### config.mk
export PLATFORM = sky130hd
export DESIGN_NAME = pipe_ctrl_flat
export DESIGN_NICKNAME = d
export VERILOG_FILES = /design/src/rtl/pipe_ctrl_if.sv /design/src/rtl/pipe_ctrl.sv /design/src/flat_wrapper.sv
export SDC_FILE = /design/constraint.sdc
export NUM_CORES = 1
export LEC_CHECK = 0
export BUFFER_PORTS_ARGS = -buffer_cell sky130_fd_sc_hd__buf_2
export CAP_MARGIN = 20
export CORE_ASPECT_RATIO = 0.7
export CORE_MARGIN = 3
export CORE_UTILIZATION = 37
export CTS_CLUSTER_SIZE = 8
export DETAILED_ROUTE_END_ITERATION = 7
export HOLD_SLACK_MARGIN = 0.08
export PLACE_DENSITY = 0.81
export SLEW_MARGIN = 25
export SYNTH_ARGS = -nofsm -noshare
export SYNTH_HDL_FRONTEND = slang
export SYNTH_SLANG_ARGS = --single-unit
### constraint.sdc
create_clock -name clk -period 4 [get_ports clk]
set_input_delay 1.2 -clock clk [delete_from_list [all_inputs] [get_ports clk]]
set_output_delay 1.2 -clock clk [all_outputs]
set_load 0.05 [all_outputs]
### src/rtl/pipe_ctrl_if.sv
// Handshake bundle between the pipeline stages and the pipeline sequencer.
// master = stage side, slave = pipe_ctrl.
interface pipe_ctrl_if;
  logic        stallreq_if_i;
  logic        stallreq_id_i;
  logic        stallreq_ex_i;
  logic        stallreq_mem_i;
  logic [31:0] except_type_i;
  logic [31:0] cp0_epc_i;
  logic [5:0]  stall_o;
  logic        flush_o;
  logic [31:0] new_pc_o;
  logic        stall_timeout_o;
  logic [31:0] stall_cycles_o;
  logic [31:0] flush_count_o;

  modport master (
    output stallreq_if_i, stallreq_id_i,
    output stallreq_ex_i, stallreq_mem_i,
    output except_type_i, cp0_epc_i,
    input  stall_o, flush_o, new_pc_o,
    input  stall_timeout_o,
    input  stall_cycles_o, flush_count_o
  );

  modport slave (
    input  stallreq_if_i, stallreq_id_i,
    input  stallreq_ex_i, stallreq_mem_i,
    input  except_type_i, cp0_epc_i,
    output stall_o, flush_o, new_pc_o,
    output stall_timeout_o,
    output stall_cycles_o, flush_count_o
  );
endinterface

### src/rtl/pipe_ctrl.sv
// Pipeline sequencer: stall arbitration, exception flush, stall watchdog.
// Optional perf counters built when PIPE_CTRL_PERF_EN is defined.
module pipe_ctrl #(
  parameter logic [31:0] EXC_VECTOR    = 32'h0000_0020,
  parameter logic [15:0] STALL_TIMEOUT = 16'd1024,
  parameter int unsigned CNT_W         = 16
) (
  input logic     clk,
  input logic     Rst_n,
  pipe_ctrl_if.slave bus
);

  localparam logic [31:0] ERET = 32'h0000_000e;
  localparam logic [CNT_W-1:0] WD_LAST =
    CNT_W'(STALL_TIMEOUT - 16'd1);

  typedef enum logic {RUN, HOLD} state_t;

  state_t           state_q, state_d;
  logic [CNT_W-1:0] wd_q, wd_d;
  logic             to_q, to_d;
  logic [5:0]       arb;
  logic [5:0]       stall;
  logic             flush;
  logic [31:0]      new_pc;

  // Deepest requester wins.
  always_comb begin
    arb = 6'b000000;
    priority case (1'b1)
      bus.stallreq_mem_i: arb = 6'b011111;
      bus.stallreq_ex_i:  arb = 6'b001111;
      bus.stallreq_id_i:  arb = 6'b000111;
      bus.stallreq_if_i:  arb = 6'b000011;
      default:            arb = 6'b000000;
    endcase
  end

  always_comb begin
    state_d = state_q;
    stall   = 6'b000000;
    flush   = 1'b0;
    new_pc  = 32'h0;
    if (Rst_n) begin
      stall = arb;
      unique case (state_q)
        RUN: begin
          if (bus.except_type_i != 32'h0) begin
            stall   = 6'b000000;
            flush   = 1'b1;
            new_pc  = (bus.except_type_i == ERET)
                    ? bus.cp0_epc_i : EXC_VECTOR;
            state_d = HOLD;
          end
        end
        HOLD: state_d = RUN;
        default: state_d = RUN;
      endcase
    end
  end

  always_comb begin
    wd_d = wd_q;
    to_d = to_q;
    if (stall == 6'b0 || flush) begin
      wd_d = '0;
    end else begin
      if (wd_q != '1) wd_d = wd_q + 1'b1;
      if (wd_q >= WD_LAST) to_d = 1'b1;
    end
  end

  always_ff @(posedge clk) begin
    if (!Rst_n) begin
      state_q <= RUN;
      wd_q    <= '0;
      to_q    <= 1'b0;
    end else begin
      state_q <= state_d;
      wd_q    <= wd_d;
      to_q    <= to_d;
    end
  end

  assign bus.stall_o         = stall;
  assign bus.flush_o         = flush;
  assign bus.new_pc_o        = new_pc;
  assign bus.stall_timeout_o = to_q;

`ifdef PIPE_CTRL_PERF_EN
  logic [31:0] sc_q, sc_d;
  logic [31:0] fc_q, fc_d;

  always_comb begin
    sc_d = sc_q;
    fc_d = fc_q;
    if (stall != 6'b0) sc_d = sc_q + 32'd1;
    if (flush)         fc_d = fc_q + 32'd1;
  end

  always_ff @(posedge clk) begin
    if (!Rst_n) begin
      sc_q <= 32'h0;
      fc_q <= 32'h0;
    end else begin
      sc_q <= sc_d;
      fc_q <= fc_d;
    end
  end

  assign bus.stall_cycles_o = sc_q;
  assign bus.flush_count_o  = fc_q;
`else
  assign bus.stall_cycles_o = 32'h0;
  assign bus.flush_count_o  = 32'h0;
`endif

endmodule

### src/flat_wrapper.sv
// flat-port wrapper written by rule: the top's interface ports become plain ports
module pipe_ctrl_flat 
#(
  parameter logic [31:0] EXC_VECTOR    = 32'h0000_0020,
  parameter logic [15:0] STALL_TIMEOUT = 16'd1024,
  parameter int unsigned CNT_W         = 16
)
  (clk, Rst_n, bus_stallreq_if_i, bus_stallreq_id_i, bus_stallreq_ex_i, bus_stallreq_mem_i, bus_except_type_i, bus_cp0_epc_i, bus_stall_o, bus_flush_o, bus_new_pc_o, bus_stall_timeout_o, bus_stall_cycles_o, bus_flush_count_o);
  pipe_ctrl_if bus_i ();
  input logic clk;
  input logic Rst_n;
  input wire logic [$bits(bus_i.stallreq_if_i)-1:0] bus_stallreq_if_i;
  input wire logic [$bits(bus_i.stallreq_id_i)-1:0] bus_stallreq_id_i;
  input wire logic [$bits(bus_i.stallreq_ex_i)-1:0] bus_stallreq_ex_i;
  input wire logic [$bits(bus_i.stallreq_mem_i)-1:0] bus_stallreq_mem_i;
  input wire logic [$bits(bus_i.except_type_i)-1:0] bus_except_type_i;
  input wire logic [$bits(bus_i.cp0_epc_i)-1:0] bus_cp0_epc_i;
  output wire logic [$bits(bus_i.stall_o)-1:0] bus_stall_o;
  output wire logic [$bits(bus_i.flush_o)-1:0] bus_flush_o;
  output wire logic [$bits(bus_i.new_pc_o)-1:0] bus_new_pc_o;
  output wire logic [$bits(bus_i.stall_timeout_o)-1:0] bus_stall_timeout_o;
  output wire logic [$bits(bus_i.stall_cycles_o)-1:0] bus_stall_cycles_o;
  output wire logic [$bits(bus_i.flush_count_o)-1:0] bus_flush_count_o;
  assign bus_i.stallreq_if_i = bus_stallreq_if_i;
  assign bus_i.stallreq_id_i = bus_stallreq_id_i;
  assign bus_i.stallreq_ex_i = bus_stallreq_ex_i;
  assign bus_i.stallreq_mem_i = bus_stallreq_mem_i;
  assign bus_i.except_type_i = bus_except_type_i;
  assign bus_i.cp0_epc_i = bus_cp0_epc_i;
  assign bus_stall_o = bus_i.stall_o;
  assign bus_flush_o = bus_i.flush_o;
  assign bus_new_pc_o = bus_i.new_pc_o;
  assign bus_stall_timeout_o = bus_i.stall_timeout_o;
  assign bus_stall_cycles_o = bus_i.stall_cycles_o;
  assign bus_flush_count_o = bus_i.flush_count_o;
  pipe_ctrl #(.EXC_VECTOR(EXC_VECTOR), .STALL_TIMEOUT(STALL_TIMEOUT), .CNT_W(CNT_W)) u_core (.clk(clk), .Rst_n(Rst_n), .bus(bus_i));
endmodule
==> reports/results.txt, run 1 <==
synthesis warning total - 0
core area - 0.00453 mm2
DR vias - 1899
io pins - 174
Row Count - 20
fraction of registers with async set/reset - 0
RSZ-0062 raised after global routing - true
global-route wire length before repair - 7600 um
endpoint type of the worst setup path - output pin
switch share - 0.450
number of flops mapped to enable cells by yosys - 0
clk slew on worst S/H paths - 0.06 ns
Syn-to-layout area delta - 40.3%
Slew @ Worst Pin - 0.698 ns
Pint - 283 uW
post-layout min period - 3.94 ns
Flop pwr share - 0.353
fin crit share - 0.985
Syn Area/Cell - 7.82 um2
vias per inst - 4.62
Root Driver - clkbuf_8
die width - 89.9 um
crit path kind - in -> out
Slew HR - 0.531
RePlAce Congestion - 0.761
remaining antenna violation count - 0
DRC - 0
CTS tree - done
Remaining Overflow, GRT - 0
library cells used by synthesis - 40
TritonCTS buffer count - 3
synthesized area - 0.00182 mm2
synthesis-stage register bit count - 18
Initial Util - 0.402
cells after synthesis - 233
final slew viol count - 0
largest net degree at the start of global routing - 19
H-tree depth - 1
Sw Pwr - 232 uW
hpwl dp - 4110 um
WP data arrival - 2.74 ns
Worst Path Required - 2.80 ns
Layout Cells excl Fill - 411
Pwr Density - 202 mW/mm2
final WL - 5640 um
Chip Height - 64.7 um
Worst-Skew Late Latency - 0.25 ns
Place WS - -0.0802 ns
Die Area - 0.00581 mm2
# setup viols final - 0
IO Port Bufs - 108
f_max - 254 MHz
Worst Skew - 0.00456 ns
register area share after synthesis - 0.198
Post-synth top flop - dfxtp_1
Logic pwr share - 0.409
Min-Delay Path Class - reg -> reg
setup ws final - 0.0594 ns
initial antenna violation count - 0
Nets - 418
startpoint types - primary input
ratio of cells with drive above 1 in the final layout - 0.412
total of max-cap violations - 0
Peak supply drop - 0.000137 V
n_diodes - 0
Final Hold Vio Count - 0
Initial DRT Pass Iterations - 4
GRT Overall Usage - 0.154
CTS Buffer Depth - 2
TritonCTS sink count - 18
status - finished clean
crit path max fanout - 6
final core occ - 0.564
Detailed Route Iter0 Violations - 98
post-DR wirelength/cell - 13.7 um
vias in the first global route - 1694
placed insts - 403
clock power share - 0.237
Leak - 0.00124 uW
-- power by group through the flow --
stage / registers, uW / logic, uW / clock network, uW
floorplan: 186 / 211 / 0
global placement: 186 / 202 / 0
detailed placement: 186 / 202 / 0
CTS: 182 / 202 / 126
global route: 182 / 220 / 130
finish: 182 / 211 / 122
-- registers in the layout, indices dropped and copies added, names as in the netlist --
register,count
u_core.bus.stall_timeout_o,1
u_core.wd_q,16
u_core.state_q,1
-- path summary, 6_finish.rpt --
kind / start / to / slack, ns / depth (start not counted)
min reg2reg: u_core.wd_q[9] / u_core.wd_q[9] / 0.53 / 2
max reg2reg: u_core.wd_q[0] / u_core.wd_q[7] / 2.04 / 5
max: bus_except_type_i[16] / bus_new_pc_o[14] / 0.06 / 9
min: u_core.wd_q[9] / u_core.wd_q[9] / 0.53 / 2
-- layout make-up --
class | count | area, um2
tap | 66 | 82.6
sequential | 18 | 360
clock buffer | 3 | 41.3
inverter | 3 | 11.3
timing repair buffer | 119 | 833
multi-input combinational | 202 | 1230
fill | 402 | 1970
-- cells in the mapped netlist, types with 3 or more instances --
master | count | area (um2)
nor4_1 | 15 | 93.8
and2_1 | 32 | 200
nand4_1 | 4 | 25.0
nand3_1 | 8 | 40.0
a21oi_1 | 4 | 20.0
nor3_1 | 7 | 35.0
or3_1 | 4 | 25.0
a211oi_1 | 9 | 67.6
o21ai_0 | 6 | 30.0
nand2_1 | 7 | 26.3
inv_1 | 3 | 11.3
buf_4 | 66 | 495
clkbuf_1 | 5 | 18.8
dfxtp_1 | 18 | 360
nor2_1 | 11 | 41.3
or4_1 | 3 | 22.5
-- critical path: stages --
cell and delay [ns]:
buf_2 0.11, nor4_2 0.25, nand4_1 0.11, buf_4 0.17, nor4_4 0.25, buf_4 0.17, buf_4 0.15, and2_1 0.16
buf_6 0.16
-- kinds of logic (layout without fill, tap and decap cells) --
| group | after synthesis | after routing | share of synthesized area |
|---|---|---|---|
| AND/OR/NAND/NOR | 105 | 105 | 0.373 |
| multiplexers | 2 | 2 | 0.0110 |
| other | 1 | 65 | 0.00206 |
| buffers and inverters | 77 | 125 | 0.300 |
| adder cells (fa/ha/maj) | 1 | 1 | 0.00687 |
| XOR/XNOR | 2 | 2 | 0.00962 |
| flip-flops | 18 | 18 | 0.198 |
| AO/OA/AOI/OAI | 27 | 27 | 0.0996 |
-- placed cells by master, fill, tap and decap left out, types with 4 or more instances in the layout --
cell	count
o21ai_0	6
nand2_1	7
nor4_2	6
buf_2	72
dfxtp_1	18
and2_1	28
and2_4	4
nor4_1	9
buf_4	15
nor3_1	7
or3_1	4
buf_6	32
a211oi_1	9
nand4_1	4
a21oi_1	4
conb_1	65
nor2_1	10
nand3_1	8
-- metrics by stage --
step	instance area, um2	TNS (ns)	total power [uW]	hold WS (ns)
floorplan	2070	-0.180	397	0.490
global placement	2220	-1.34	388	0.504
detailed placement	2220	-1.71	388	0.518
CTS	2330	-0.0138	510	0.529
global route	2560	-0.484	532	0.558
finish	2560	0	515	0.529
-- repair_timing --
item / CTS / global route
hold buffers: 0 / 0
buffers inserted: 0 / 2
cloned: 1 / 2
setup endpoints to repair: 29 / 36
endpoints found under the hold margin: 0 / 0
gates resized for setup: 30 / 62
pin swaps: 2 / 3
-- metal layers --
metal | vias up | GRT usage | wire [um]
met4 | 0 | 0.0401 | 63
li1 | 925 | - | -
met5 | - | 0 | 0
met2 | 83 | 0.266 | 2940
met3 | 6 | 0.0162 | 308
met1 | 885 | 0.206 | 2330
(Power assumes the default switching activity.)
==> inputs of run 2 (changes only) <==
- CORE_ASPECT_RATIO: 0.7 -> 1.75
- CORE_UTILIZATION: 37 -> 38
- CTS_BUF_LIST: not set -> sky130_fd_sc_hd__clkbuf_8
- PLACE_DENSITY: 0.81 -> 0.83
==> run 2 against run 1 <==
Compared with the run above:
- core utilization down 1.6 points
- cell count down 4.4%
- total power rose by 1.0%
- sequential power is essentially flat
- largest cell class unchanged
==> reports/results.txt, run 2 (synthesis results as in run 1) <==
crit path max fanout - 8 (+2)
Remaining Overflow, GRT - 0 (unchanged)
# setup viols final - 0 (unchanged)
Min-Delay Path Class - reg -> reg
Nets - 415 (-0.72%)
Slew HR - 0.534 (+0.00259)
CTS tree - done
Chip Height - 97.6 um (+51%)
Tot Pwr - 521 uW (+1.0%)
io pins - 174 (unchanged)
setup ws final - 0.115 ns (+0.0555 ns)
largest net degree at the start of global routing - 19 (unchanged)
placed insts - 386 (-4.2%)
TritonCTS sink count - 18 (unchanged)
ratio of cells with drive above 1 in the final layout - 0.401 (-0.0110)
Worst-Skew Late Latency - 0.25 ns (about the same)
commonest non-fill, non-tap cell in the layout - buf_2
clk slew on worst S/H paths - 0.06 ns (about the same)
Leak - 0.00121 uW (-1.9%)
Logic pwr share - 0.409 (about the same)
remaining antenna violation count - 0 (unchanged)
CTS Buffer Depth - 2 (unchanged)
initial antenna violation count - 0 (unchanged)
vias in the first global route - 1903 (+12%)
Slowest-stage cell, CP - nor4_4
Root Driver - clkbuf_8
post-layout min period - 3.89 ns (-0.0555 ns)
Detailed Route Iter0 Violations - 14 (-86%)
RSZ-0062 raised after global routing - true
Multi-input gate area - 0.00124 mm2 (+1.4%)
global-route wire length before repair - 8070 um (+6.1%)
vias per inst - 4.85 (+5.0%)
Initial Util - 0.403 (+0.000445)
Fin Setup TNS - 0 ns (unchanged)
Peak supply drop - 0.000157 V (+15%)
die width - 58.3 um (-35%)
post-DR wirelength/cell - 13.4 um (-2.4%)
core area - 0.00452 mm2 (-0.11%)
hpwl dp - 4140 um (+0.79%)
Place WS - -0.0823 ns (-0.00211 ns)
Worst Skew - 0.00371 ns (-0.000852 ns)
DRC - 0 (unchanged)
fill count - 409 (+1.7%)
Sw Pwr - 237 uW (+2.0%)
Slew @ Worst Pin - 0.694 ns (-0.00385 ns)
n_diodes - 0 (unchanged)
Layout Cells excl Fill - 393 (-4.4%)
max incr delay on CP - 0.28 ns (+0.03 ns)
Hold Buf Count CTS - 0 (unchanged)
startpoint types - primary input
crit path kind - in -> out
clock power share - 0.241 (+0.004)
final slew viol count - 0 (unchanged)
Pint - 284 uW (+0.22%)
f_max - 257 MHz (+1.4%)
H-tree depth - 1 (unchanged)
TritonCTS buffer count - 3 (unchanged)
FF/Latch Area - 360 um2 (unchanged)
Most flops, register - u_core.wd_q
Syn-to-layout area delta - 36.1%
Flop pwr share - 0.350 (-0.003)
DR vias - 1907 (+0.42%)
switch share - 0.455 (+0.00435)
Pwr Density - 210 mW/mm2 (+4.1%)
final core occ - 0.548 (-0.0162)
commonest cells after routing, fill and taps aside - 72 x buf_2, 65 x conb_1, 29 x and2_1, 24 x buf_4
RePlAce Congestion - 0.824 (+8.3%)
Largest register FFs - 16 (unchanged)
Row Count - 32 (+60%)
IO Port Bufs - 108 (unchanged)
Critical Path, Cell by Cell - buf_2 -> nor4_4 -> nand4_1 -> buf_6 -> nor4_4 -> buf_4 -> and2_1 -> buf_6
Worst Path Required - 2.80 ns (about the same)
fin crit share - 0.971 (-0.0139)
final WL - 5270 um (-6.6%)
WP data arrival - 2.69 ns (-0.05 ns)
Initial DRT Pass Iterations - 4 (unchanged)
GRT Overall Usage - 0.174 (+0.0205)
endpoint type of the worst setup path - output pin
Die Area - 0.00569 mm2 (-2.1%)
status - finished clean
Final Hold Vio Count - 0 (unchanged)
total of max-cap violations - 0 (unchanged)
## run 2: worst max-delay path, delay by kind of cell
family / cells / cell delay, ns
simple gates: 4 / 0.84
buf+inv: 4 / 0.63
## run 2: final timing paths
check                         from                to  slack, ns  depth (start not counted)
max          bus_except_type_i[13]  bus_new_pc_o[24]       0.11                          8
min reg2reg         u_core.wd_q[9]    u_core.wd_q[9]       0.53                          2
min                 u_core.wd_q[9]    u_core.wd_q[9]       0.53                          2
max reg2reg         u_core.wd_q[0]    u_core.wd_q[7]       2.10                          5
## run 2: metal layers
metal	wire (um)	GRT usage	up-vias
met2	3010	0.350	122
met1	1690	0.167	862
li1	-	-	915
met4	99	0.0571	0
met3	467	0.0239	8
met5	0	0	-
## run 2: final cells by class
cell class	instances	area share
Tap cell	51	0.0257
Timing Repair Buffer	116	0.306
Sequential cell	18	0.145
Multi-Input combinational cell	202	0.502
Inverter	3	0.00454
Clock buffer	3	0.0166
## run 2: what timing repair did
action,4_1_cts,5_1_grt
setup endpoints to repair,32,36
buffers inserted,1,1
gates resized for setup,36,37
pin swaps,4,3
cloned,2,0
## run 2: metrics by stage
stage,hold slack (ns),cell area [um2]
CTS,0.524,2330
global placement,0.504,2180
finish,0.527,2480
floorplan,0.490,2070
global route,0.555,2480
detailed placement,0.513,2180
## run 2: power by group through the flow
stage,clock (uW),sequential [uW],combinational (uW)
after floorplan,0,186,211
after global placement,0,186,202
after detailed placement,0,186,204
after CTS,129,182,204
after global routing,133,182,223
final,126,182,213
